$ cat config.mk
export PLATFORM = sky130hd
export DESIGN_NAME = key_matrix_scanner_flat
export DESIGN_NICKNAME = d
export VERILOG_FILES = /design/src/rtl/key_matrix_scanner_if.sv /design/src/rtl/key_matrix_scanner.sv /design/src/flat_wrapper.sv
export SDC_FILE = /design/constraint.sdc
export NUM_CORES = 1
export LEC_CHECK = 0
export CAP_MARGIN = 20
export CORE_ASPECT_RATIO = 0.75
export CORE_UTILIZATION = 54
export DETAILED_ROUTE_END_ITERATION = 10
export PLACE_DENSITY = 0.87
export SETUP_SLACK_MARGIN = 0.5
export SKIP_CTS_REPAIR_TIMING = 1
export SLEW_MARGIN = 25
export SYNTH_ARGS = -nofsm -noshare
export SYNTH_HDL_FRONTEND = slang
export SYNTH_SLANG_ARGS = --single-unit
$ cat constraint.sdc
create_clock -name clk -period 3.76 [get_ports clk]
set_input_delay 0.752 -clock clk [delete_from_list [all_inputs] [get_ports clk]]
set_output_delay 0.752 -clock clk [all_outputs]
set_load 0.05 [all_outputs]
$ cat src/rtl/key_matrix_scanner_if.sv
// Key event handshake: scanner presents queued events, consumer accepts with key_ready.
interface key_matrix_scanner_if;
  logic       key_valid;
  logic [3:0] key_code;
  logic       key_pressed;
  logic       key_ready;

  modport master (output key_valid, key_code, key_pressed, input key_ready);
  modport slave  (input key_valid, key_code, key_pressed, output key_ready);
endinterface

$ cat src/rtl/key_matrix_scanner.sv
// 4x4 key matrix scanner with per-key debounce and a 4-deep event FIFO.
// Optional auto-repeat of the last pressed key is built when KEY_MATRIX_AUTOREPEAT_EN is defined.
module key_matrix_scanner #(
  parameter int SCAN_DIV       = 27000,
  parameter int DEBOUNCE_SCANS = 4,
  parameter int REPEAT_START   = 500,
  parameter int REPEAT_PERIOD  = 100
) (
  input  logic                         clk,
  input  logic                         rst,
  output logic [3:0]                   col_n,
  input  logic [3:0]                   row_n,
  key_matrix_scanner_if.master         ev,
  output logic [15:0]                  keys_down,
  output logic                         event_overflow
);

  localparam int SW = $clog2(SCAN_DIV);

  if (SCAN_DIV < 4) begin : g_bad_div
    $error("SCAN_DIV must be >= 4");
  end
  if (DEBOUNCE_SCANS < 1 || DEBOUNCE_SCANS > 15) begin : g_bad_deb
    $error("DEBOUNCE_SCANS must be 1..15");
  end
  if (REPEAT_START < 1 || REPEAT_PERIOD < 1) begin : g_bad_rpt
    $error("REPEAT_START and REPEAT_PERIOD must be >= 1");
  end

  logic [SW-1:0]     slot_q;
  logic [1:0]        col_q;
  logic [3:0]        sync1_q, sync2_q;
  logic [3:0]        samp_q;
  logic [1:0]        samp_col_q;
  logic              samp_vld_q;
  logic [15:0][3:0]  dcnt_q;
  logic [15:0]       kd_q;

  logic              slot_last;
  logic              proc_en;
  logic [1:0]        proc_row;
  logic [3:0]        proc_key;
  logic              smp, differs;
  logic [3:0]        cnt_inc;
  logic              deb_push;

  logic              push_vld;
  logic [4:0]        push_data;

  assign slot_last = (slot_q == SW'(SCAN_DIV - 1));
  assign col_n     = ~(4'b0001 << col_q);

  always_ff @(posedge clk) begin
    if (rst) begin
      slot_q <= '0;
      col_q  <= 2'd0;
    end else if (slot_last) begin
      slot_q <= '0;
      col_q  <= col_q + 2'd1;
    end else begin
      slot_q <= slot_q + SW'(1);
    end
  end

  always_ff @(posedge clk) begin
    if (rst) begin
      sync1_q <= 4'hF;
      sync2_q <= 4'hF;
    end else begin
      sync1_q <= row_n;
      sync2_q <= sync1_q;
    end
  end

  // Rows latched at the end of each column slot, then walked one key per clock
  // over the first four clocks of the next slot.
  always_ff @(posedge clk) begin
    if (rst) begin
      samp_q     <= 4'hF;
      samp_col_q <= 2'd0;
      samp_vld_q <= 1'b0;
    end else if (slot_last) begin
      samp_q     <= sync2_q;
      samp_col_q <= col_q;
      samp_vld_q <= 1'b1;
    end
  end

  assign proc_en  = samp_vld_q && (32'(slot_q) < 32'd4);
  assign proc_row = slot_q[1:0];
  assign proc_key = {samp_col_q, proc_row};
  assign smp      = ~samp_q[proc_row];
  assign differs  = (smp != kd_q[proc_key]);
  assign cnt_inc  = dcnt_q[proc_key] + 4'd1;
  assign deb_push = proc_en && differs && (cnt_inc == 4'(DEBOUNCE_SCANS));

  always_ff @(posedge clk) begin
    if (rst) begin
      dcnt_q <= '0;
      kd_q   <= '0;
    end else if (proc_en) begin
      if (!differs || deb_push) dcnt_q[proc_key] <= 4'd0;
      else                      dcnt_q[proc_key] <= cnt_inc;
      if (deb_push) kd_q[proc_key] <= ~kd_q[proc_key];
    end
  end

  assign keys_down = kd_q;

`ifdef KEY_MATRIX_AUTOREPEAT_EN
  logic        rpt_act_q, rpt_first_q, rpt_pend_q;
  logic [3:0]  rpt_key_q;
  logic [15:0] rpt_cnt_q;
  logic        scan_tick, rpt_emit, rpt_due;

  assign scan_tick = slot_last && (col_q == 2'd3);
  // A due repeat waits in rpt_pend_q until a clock with no debounce push.
  assign rpt_emit  = rpt_pend_q && !deb_push;
  assign rpt_due   = (32'(rpt_cnt_q) + 32'd1) ==
                     (rpt_first_q ? 32'(REPEAT_START) : 32'(REPEAT_PERIOD));

  always_ff @(posedge clk) begin
    if (rst) begin
      rpt_act_q   <= 1'b0;
      rpt_first_q <= 1'b0;
      rpt_pend_q  <= 1'b0;
      rpt_key_q   <= 4'd0;
      rpt_cnt_q   <= '0;
    end else if (deb_push && smp) begin
      rpt_act_q   <= 1'b1;
      rpt_first_q <= 1'b1;
      rpt_pend_q  <= 1'b0;
      rpt_key_q   <= proc_key;
      rpt_cnt_q   <= '0;
    end else if (deb_push && proc_key == rpt_key_q) begin
      rpt_act_q  <= 1'b0;
      rpt_pend_q <= 1'b0;
    end else begin
      if (rpt_emit) rpt_pend_q <= 1'b0;
      if (scan_tick && rpt_act_q) begin
        if (rpt_due) begin
          rpt_cnt_q   <= '0;
          rpt_first_q <= 1'b0;
          rpt_pend_q  <= 1'b1;
        end else begin
          rpt_cnt_q <= rpt_cnt_q + 16'd1;
        end
      end
    end
  end

  assign push_vld  = deb_push || rpt_emit;
  assign push_data = deb_push ? {smp, proc_key} : {1'b1, rpt_key_q};
`else
  assign push_vld  = deb_push;
  assign push_data = {smp, proc_key};
`endif

  logic [3:0][4:0] mem_q;
  logic [1:0]      wr_q, rd_q;
  logic [2:0]      cnt_q;
  logic            ovf_q;
  logic            pop, full, acc;

  assign pop  = (cnt_q != 3'd0) && ev.key_ready;
  assign full = (cnt_q == 3'd4);
  // When full, the write slot is the head being popped this clock.
  assign acc  = push_vld && (!full || pop);

  always_ff @(posedge clk) begin
    if (rst) begin
      mem_q <= '0;
      wr_q  <= 2'd0;
      rd_q  <= 2'd0;
      cnt_q <= 3'd0;
      ovf_q <= 1'b0;
    end else begin
      if (acc) begin
        mem_q[wr_q] <= push_data;
        wr_q        <= wr_q + 2'd1;
      end
      if (pop) rd_q <= rd_q + 2'd1;
      cnt_q <= cnt_q + {2'b0, acc} - {2'b0, pop};
      if (push_vld && !acc) ovf_q <= 1'b1;
    end
  end

  assign ev.key_valid              = (cnt_q != 3'd0);
  assign {ev.key_pressed, ev.key_code} = mem_q[rd_q];
  assign event_overflow            = ovf_q;

endmodule

$ cat src/flat_wrapper.sv
// flat-port wrapper written by rule: the top's interface ports become plain ports
module key_matrix_scanner_flat 
#(
  parameter int SCAN_DIV       = 27000,
  parameter int DEBOUNCE_SCANS = 4,
  parameter int REPEAT_START   = 500,
  parameter int REPEAT_PERIOD  = 100
)
  (clk, rst, col_n, row_n, keys_down, event_overflow, ev_key_valid, ev_key_code, ev_key_pressed, ev_key_ready);
  key_matrix_scanner_if ev_i ();
  input  logic clk;
  input  logic rst;
  output logic [3:0] col_n;
  input  logic [3:0] row_n;
  output logic [15:0] keys_down;
  output logic event_overflow;
  output wire logic [$bits(ev_i.key_valid)-1:0] ev_key_valid;
  output wire logic [$bits(ev_i.key_code)-1:0] ev_key_code;
  output wire logic [$bits(ev_i.key_pressed)-1:0] ev_key_pressed;
  input wire logic [$bits(ev_i.key_ready)-1:0] ev_key_ready;
  assign ev_key_valid = ev_i.key_valid;
  assign ev_key_code = ev_i.key_code;
  assign ev_key_pressed = ev_i.key_pressed;
  assign ev_i.key_ready = ev_key_ready;
  key_matrix_scanner #(.SCAN_DIV(SCAN_DIV), .DEBOUNCE_SCANS(DEBOUNCE_SCANS), .REPEAT_START(REPEAT_START), .REPEAT_PERIOD(REPEAT_PERIOD)) u_core (.clk(clk), .rst(rst), .col_n(col_n), .row_n(row_n), .ev(ev_i), .keys_down(keys_down), .event_overflow(event_overflow));
endmodule
# Word-level counts from Yosys, hierarchy flattened
# Cells that the tools add are included.
[word_totals]
reg_bits = 140
output_inout_bits = 27
elab_cells = 90
[op_classes]
shift = 1
n_reduce_logical = 16
magnitude_cmp = 7
add_sub_neg = 7
mux = 18
bitwise_logic = 5
n_eq_ne = 4
[op_table]
columns = ["op", "count"]
rows = [
  ["bitwise AND 64 bit", 1],
  ["bitwise mux 64 bit", 1],
  ["two-way mux 64 bit", 1],
  ["inverter 64 bit", 1],
  ["bitwise mux 20 bit", 1],
  ["binary-select mux 4 bit (select 4 bit)", 1],
  ["bitwise mux 16 bit", 1],
  ["demux 4 bit (select 4 bit)", 1],
  ["adder 15 x 1 -> 15 bit, second input constant", 1],
  ["== test 15 bit, second input constant", 1],
  ["< comparator 15 x 3 -> 1 bit, second input constant", 1],
  ["binary-select mux 5 bit (select 2 bit)", 1],
  ["demux 5 bit (select 2 bit)", 1],
  ["two-way mux 5 bit", 2],
  ["< comparator 2 x 3 -> 1 bit, second input constant", 3],
  ["logical AND 1 bit", 8],
  ["two-way mux 4 bit", 2],
  ["adder 2 x 1 -> 2 bit, second input constant", 3],
  ["< comparator 4 x 5 -> 1 bit, second input constant", 1],
  ["adder 4 x 1 -> 4 bit, second input constant", 1],
  ["binary-select mux 1 bit (select 4 bit)", 1],
  ["demux 1 bit (select 4 bit)", 1],
  ["== test 4 x 3 -> 1 bit, second input constant", 1],
  ["greater-or-equal comparator 4 x 1 -> 1 bit, second input constant", 1],
  ["15 further kinds", 21],
]

# Logic depth before layout (Yosys ltp)
# Gate-level depths: netlist (run 1).
[depth]
depth_word = 9
mapped_depth = 17

# Worst setup path before layout (run 1)
# Ideal clock, no wire load.
[synth_path]
kind = "reg-to-reg"
startpoint = "register u_core.slot_q[0]"
endpoint = "register u_core.cnt_q[1]"
required_ns = 3.637
n_path_buf = 3
path_stages_with_launch = 17
arrival_ns = 3.491
slack_ns = 0.145
period_less_slack_ns = 3.615
path_cell_list = "dfxtp_1 > buf_6 > buf_6 > mux4_2 > nand2_1 > and4_1 > inv_1 > ha_1 > inv_1 > or4_4 > nor4b_1 > a41oi_1 > clkbuf_1 > nor2_1 > ha_1 > fa_1 > nor2b_1"
[synth_via]
elab_chain_cells = 9
[synth_lines]
columns = ["element", "line", "source"]
rows = [
  ["start, declared", "key_matrix_scanner.sv:30", "logic [SW-1:0] slot_q;"],
  ["start signal, assigned", "key_matrix_scanner.sv:61", "slot_q <= slot_q + SW'(1);"],
  ["parallel branches: the longest is 5 deep, another holds adder 4 x 1 -> 4 bit", "--", ""],
  ["logical AND 1 bit (*)", "key_matrix_scanner.sv:95", "assign deb_push = proc_en && differs && (cnt_inc == 4'(DEBOUNCE_SCANS));"],
  ["logical AND 1 bit (*)", "key_matrix_scanner.sv:168", "assign acc = push_vld && (!full || pop);"],
  ["adder 3 x 1 -> 3 bit (*)", "key_matrix_scanner.sv:183", "cnt_q <= cnt_q + {2'b0, acc} - {2'b0, pop};"],
  ["subtractor 3 x 1 -> 3 bit (*)", "key_matrix_scanner.sv:183", ""],
  ["end signal, assigned", "key_matrix_scanner.sv:183", ""],
  ["end, declared", "key_matrix_scanner.sv:161", "logic [2:0] cnt_q;"],
]
# Mark *: on every way between the ends. The select of a mux whose other input is x is not followed.
# A chain may end at the register's enable or synchronous reset.

# Worst setup path after layout (run 1)
# Ends and elaborated chain as after synthesis.

==> results of run 1 <==
-- final cells by class --
class	instances	area, um^2	area share [%]
clock inverters	14	170	2.11
multi-input cells	529	3700	45.8
inverters	24	100	1.24
well taps	162	203	2.51
repair buffers	75	666	8.24
flip-flops and latches	140	2810	34.8
clock buffers	18	429	5.31
-- flip-flops by register name, summed over array words and instances, names as in the netlist --
name                   count
u_core.dcnt_q             64
u_core.mem_q              20
u_core.keys_down          16
u_core.slot_q             15
u_core.samp_q              4
u_core.sync1_q             4
u_core.sync2_q             4
u_core.cnt_q               3
u_core.col_q               2
u_core.rd_q                2
u_core.samp_col_q          2
u_core.wr_q                2
u_core.event_overflow      1
u_core.samp_vld_q          1
-- synthesized netlist by cell type (all sizes together), types with 3 or more instances --
library cell	n	area, um^2
dfxtp	140	2800
nand2	116	435
a21oi	66	330
nand3	55	275
nor2	55	206
nand2b	43	269
mux2i	41	410
clkbuf	36	135
mux4	26	586
inv	24	90.1
nand4	22	138
buf	17	95.1
ha	16	200
or2	11	68.8
xnor2	11	96.3
xor2	10	87.6
nor3	8	40.0
o21ai	6	41.3
a211o	4	35.0
a22oi	4	30.0
nor2b	4	25.0
and2	3	18.8
and3	3	18.8
and4	3	26.3
or3	3	18.8
or4	3	26.3
-- cell usage in the layout (no fill, tap or decap), types with 4 or more instances in the layout --
| master | netlist | routed |
|---|---|---|
| nor3_1 | 8 | 7 |
| clkdlybuf4s50_1 | 0 | 32 |
| a22oi_1 | 4 | 4 |
| inv_6 | 0 | 4 |
| inv_1 | 24 | 21 |
| ha_1 | 16 | 14 |
| nand2b_1 | 43 | 43 |
| mux4_2 | 26 | 26 |
| nand2_1 | 116 | 112 |
| buf_6 | 2 | 4 |
| a211o_1 | 4 | 4 |
| nor2_1 | 55 | 53 |
| nand2_2 | 0 | 4 |
| nand4_1 | 22 | 22 |
| clkbuf_16 | 0 | 17 |
| xor2_1 | 10 | 9 |
| a21oi_1 | 66 | 66 |
| mux2i_1 | 41 | 41 |
| nand3_1 | 55 | 55 |
| clkinvlp_4 | 0 | 4 |
| xnor2_1 | 11 | 10 |
| dfxtp_1 | 140 | 136 |
| buf_4 | 1 | 38 |
| or2_2 | 11 | 11 |
-- power by group --
| group | internal (W) | total, W | leakage (nW) | switching (W) |
|---|---|---|---|---|
| sequential | 0.00151 | 0.00156 | 1.13 | 0.0000462 |
| clock | 0.00104 | 0.00171 | 0.283 | 0.000670 |
| combinational | 0.000139 | 0.000304 | 1.57 | 0.000165 |
-- through the flow --
stage / std cells / power, W / hold slack (ns) / area (um^2)
after global placement: 906 / 0.00186 / 0.394 / 7160
final: 962 / 0.00358 / 0.408 / 8080
after detailed placement: 906 / 0.00186 / 0.393 / 7160
after global routing: 962 / 0.00368 / 0.431 / 8080
after floorplan: 746 / 0.00180 / 0.389 / 6740
after CTS: 938 / 0.00355 / 0.408 / 7760
-- worst register-to-register path: cells and delay by family, from the launching register on --
family	cells	cell delay, ns
buffers and inverters	3	0.26
adder cells (fa/ha/maj)	3	0.73
AO/OA/AOI/OAI	1	0.11
flip-flops	1	0.40
multiplexers	1	0.35
AND/OR/NAND/NOR	6	1.43
-- per-layer routing --
| metal | routed length [um] | track usage, % | vias up |
|---|---|---|---|
| li1 | - | - | 2656 |
| met1 | 7400 | 36.5 | 2866 |
| met2 | 8770 | 44.6 | 377 |
| met3 | 1790 | 7.93 | 66 |
| met4 | 477 | 7.52 | 0 |
| met5 | 0 | 0 | - |
-- path summary, 6_finish.rpt --
path	slack (ns)	endpoint	start
max reg2reg	0.35	u_core.cnt_q[1]$_SDFF_PP0_	u_core.slot_q[0]$_SDFF_PP0_
min reg2reg	0.41	u_core.sync2_q[0]$_SDFF_PP1_	u_core.sync1_q[0]$_SDFF_PP1_
min	0.41	u_core.sync2_q[0]$_SDFF_PP1_	u_core.sync1_q[0]$_SDFF_PP1_
max	0.35	u_core.cnt_q[1]$_SDFF_PP0_	u_core.slot_q[0]$_SDFF_PP0_
-- kinds of logic (layout without fill, tap and decap cells) --
kind of cell               Yosys count  in the layout  share of synthesized area [%]
muxes                               67             67                           14.9
xor gates and xnor gates            21             21                           2.75
and+or+nand+nor                    333            333                           24.0
AOI/OAI and AO/OA                   91             91                           8.50
adders and majority gates           17             17                           3.29
DFF                                140            140                           41.9
buffers and inverters               77            131                           4.78
==> results.cfg, run 1 <==
[synthesis]
ys_types = 48
synth_edf_count = 0
netlist_area_um2 = 6700
synth_ff_type = dfxtp_1
synth-async-reset-ratio_pct = 0
syn_nets = 770
synthCells = 746
syn_avg_cell_area_um2 = 8.98
synth_sequential_area_ratio_pct = 41.9
yosysWarnings = 0
ys_seq_elements = 140

[placed_design]
place_ws_ns = 0.194
gp_congestion = 0.900
numPortBuffers = 33
dpl.hpwl_mm = 11.1

[floorplanning]
initial_core_util_pct = 56.6
fp.dieArea_um2 = 12900
die_x_um = 131
rows = 34
fp.coreArea_um2 = 11800
die_h_um = 98.4
io_pins = 34

[grt]
grt_remaining_overflow = 0
grt.total_usage_pct = 27.8
grt_start_max_net_pins = 73
grt_pass1_vias = 5517
antenna_found_initial = 0
grt_pass1_wl_mm = 27.6

[finish]
nFillCells = 874
finish.utilization_pct = 68.3
diodes = 0
area_delta_synth_final_pct = 20.6
layout-drive-gt1-share_pct = 18.5
final_nets = 811

[setup_path]
crit_family = simple AND/OR/NAND/NOR gates
slowest_delay_ns = 0.52
critPathSlowestCell = or4_4
crit_path_end_kind = flip-flop
crit_path_max_fanout = 8
path_depth = 14
setup.worst_path.class = reg -> reg
critPathBufInv = 3
path_cells = buf_6, mux4_2, nand2_2, and4_4, inv_6, ha_4, inv_1, or4_4, nor4b_4, a41oi_2, nor2_2, ha_2, fa_1, nor2b_1
r2r_cells = 14
start_kind = flip-flop
arrival_ns = 3.70
critPathRequiredTime_ns = 4.05

[drt]
ant_nets = 0
first_iter_violations = 726
drc_errors = 0
wirelength_mm = 18.4
route.vias.total = 5965
routed_via_density = 6.20
first_pass_iters = 8
wl_per_cell_um = 19.2

[clocking]
path_clk_slew_ns = 0.06
cts-buffers-inserted = 17
h-tree-depth = 4
worstSkewPairLatency_ns = 0.43
clock-root-buffer = clkbuf_16
cts_tree = built
clkSinkCount = 140
clk_path_buf_depth = 2

[timing]
max_freq_mhz = 293
hold_viol = 0
rsz0062_at_grt = true
maxSlewViolCount = 0
period_minus_slack_ns = 3.41
skew_ns = 0.0101
fin_ws_ns = 0.348
slew-limit-headroom_pct = 55.5
min_period_over_period_pct = 90.8
setup_viol = 0
tightest_slew_ns = 0.667
fin_tns_setup_ns = 0

[run]
cap_violations = 0

[min_path]
worstHoldPathType = reg -> reg
holdPathStages = 1

[pwr]
p_leak_nw = 2.98
ir_drop_mv = 0.306
powerDensity_nw_per_um2 = 443

[outcome]
outcome = finished clean
No activity file was read; power rests on OpenSTA's default activity.
==> run 2: changes to the inputs <==
CORE_MARGIN = 10   (was unset)
==> run 2 against run 1 <==
Worst setup slack improved by 0.16 ns; clock power decreased by 6%; count of clock-buffer cells in the layout unchanged; final cell count decreased by 0.10%; critical endpoint unchanged.
==> results.cfg, run 2 (synthesized netlist as in run 1, its figures left out) <==
[outcome]
outcome = finished clean

[grt]
grt_pass1_wl_mm = 27.6
grt.total_usage_pct = 19.9
grt_start_max_net_pins = 91
grt_pass1_vias = 5303
grt_remaining_overflow = 0
antenna_found_initial = 0

[placed_design]
gp_congestion = 0.963
numPortBuffers = 33
dpl.hpwl_mm = 11.3

[setup_path]
crit_path_max_fanout = 6
path_cells = buf_4, mux4_2, nand2_1, and4_4, inv_4, ha_4, inv_1, or4_4, nor4b_4, a41oi_2, nor2_2, ha_2, fa_1, nor2b_1
slowest_delay_ns = 0.46
critPathBufInv = 3
critPathRequiredTime_ns = 4.05
crit_path_end_kind = flip-flop
crit_family = simple AND/OR/NAND/NOR gates
critPathSlowestCell = or4_4
start_kind = flip-flop
setup.worst_path.class = reg -> reg
arrival_ns = 3.54

[floorplanning]
io_pins = 34
rows = 35
initial_core_util_pct = 54.8
die_h_um = 116
die_x_um = 149
fp.coreArea_um2 = 12200
fp.dieArea_um2 = 17300

[pwr]
ir_drop_mv = 0.321
powerDensity_nw_per_um2 = 436
power.total_w = 0.00347
p_leak_nw = 2.95

[clocking]
path_clk_slew_ns = 0.07
clk_path_buf_depth = 2
cts-buffers-inserted = 17
cts_tree = built
clock-root-buffer = clkbuf_16
clkSinkCount = 140
h-tree-depth = 4
worstSkewPairLatency_ns = 0.42

[timing]
tightest_slew_ns = 0.781
min_period_over_period_pct = 86.4
maxSlewViolCount = 0
max_freq_mhz = 308
whs_ns = 0.418
setup_viol = 0
period_minus_slack_ns = 3.25
slew-limit-headroom_pct = 47.9
fin_tns_setup_ns = 0
hold_viol = 0
skew_ns = 0.00927
rsz0062_at_grt = true

[finish]
diodes = 0
top_register = u_core.dcnt_q
largest_register_ffs = 64
final_cell_mix = 137 x dfxtp_1, 116 x nand2_1, 66 x a21oi_1
layout-drive-gt1-share_pct = 17.2
area_delta_synth_final_pct = 18.8
final_common_cell = dfxtp_1
final_nets = 806
nFillCells = 889

[drt]
route.vias.total = 5734
wirelength_mm = 17.5
drc_errors = 0
ant_nets = 0
first_iter_violations = 886
first_pass_iters = 8
routed_via_density = 5.97
wl_per_cell_um = 18.2

[run]
cap_violations = 0

[min_path]
worstHoldPathType = reg -> reg
[run 2: cell types whose count changed in the layout (fill, tap and decap cells not counted), sizes merged]
cell	previous run	this run
clkinvlp	4	2
clkinv	5	3
bufinv	3	0
inv	26	33
buf	43	38
[run 2: path summary, 6_finish.rpt]
path                           startpoint                      endpoint  slack, ns  depth (start not counted)
min          u_core.sync1_q[3]$_SDFF_PP1_  u_core.sync2_q[3]$_SDFF_PP1_       0.42                          1
max reg2reg   u_core.slot_q[0]$_SDFF_PP0_    u_core.cnt_q[1]$_SDFF_PP0_       0.51                         14
max           u_core.slot_q[0]$_SDFF_PP0_    u_core.cnt_q[1]$_SDFF_PP0_       0.51                         14
min reg2reg  u_core.sync1_q[3]$_SDFF_PP1_  u_core.sync2_q[3]$_SDFF_PP1_       0.42                          1
[run 2: through the flow]
| step | instance area, um^2 | instances | util, % | setup WS, ns |
|---|---|---|---|---|
| 5_1_grt | 7960 | 961 | 65.1 | 0.441 |
| 3_5_place_dp | 7190 | 913 | 58.8 | 0.222 |
| 2_1_floorplan | 6740 | 746 | - | 0.455 |
| 4_1_cts | 7750 | 945 | 63.5 | 0.143 |
| 6_report | 7960 | 961 | 65.1 | 0.510 |
| 3_3_place_gp | 7190 | 913 | 58.8 | 0.344 |
[run 2: routing by layer]
metal	vias up	share of wire (%)	global-route usage, %
li1	2645	-	-
met1	2703	41	26.5
met2	343	45	30.8
met3	43	12	5.42
met4	0	2.2	6.52
met5	-	0	0
[run 2: final cells by class]
cell class              instances  area, um^2  area share (%)
multi-input cells             529        3650            45.9
flip-flops and latches        140        2810            35.3
well taps                     166         208            2.61
clock inverters                14         126            1.59
clock buffers                  18         439            5.52
inverters                      24        95.1            1.20
repair buffers                 70         622            7.82
[run 2: power breakdown]
part,internal [W],leakage [nW],switching [W]
Clock,0.000890,0.276,0.000719
Sequential,0.00151,1.13,0.0000456
Combinational,0.000141,1.54,0.000165
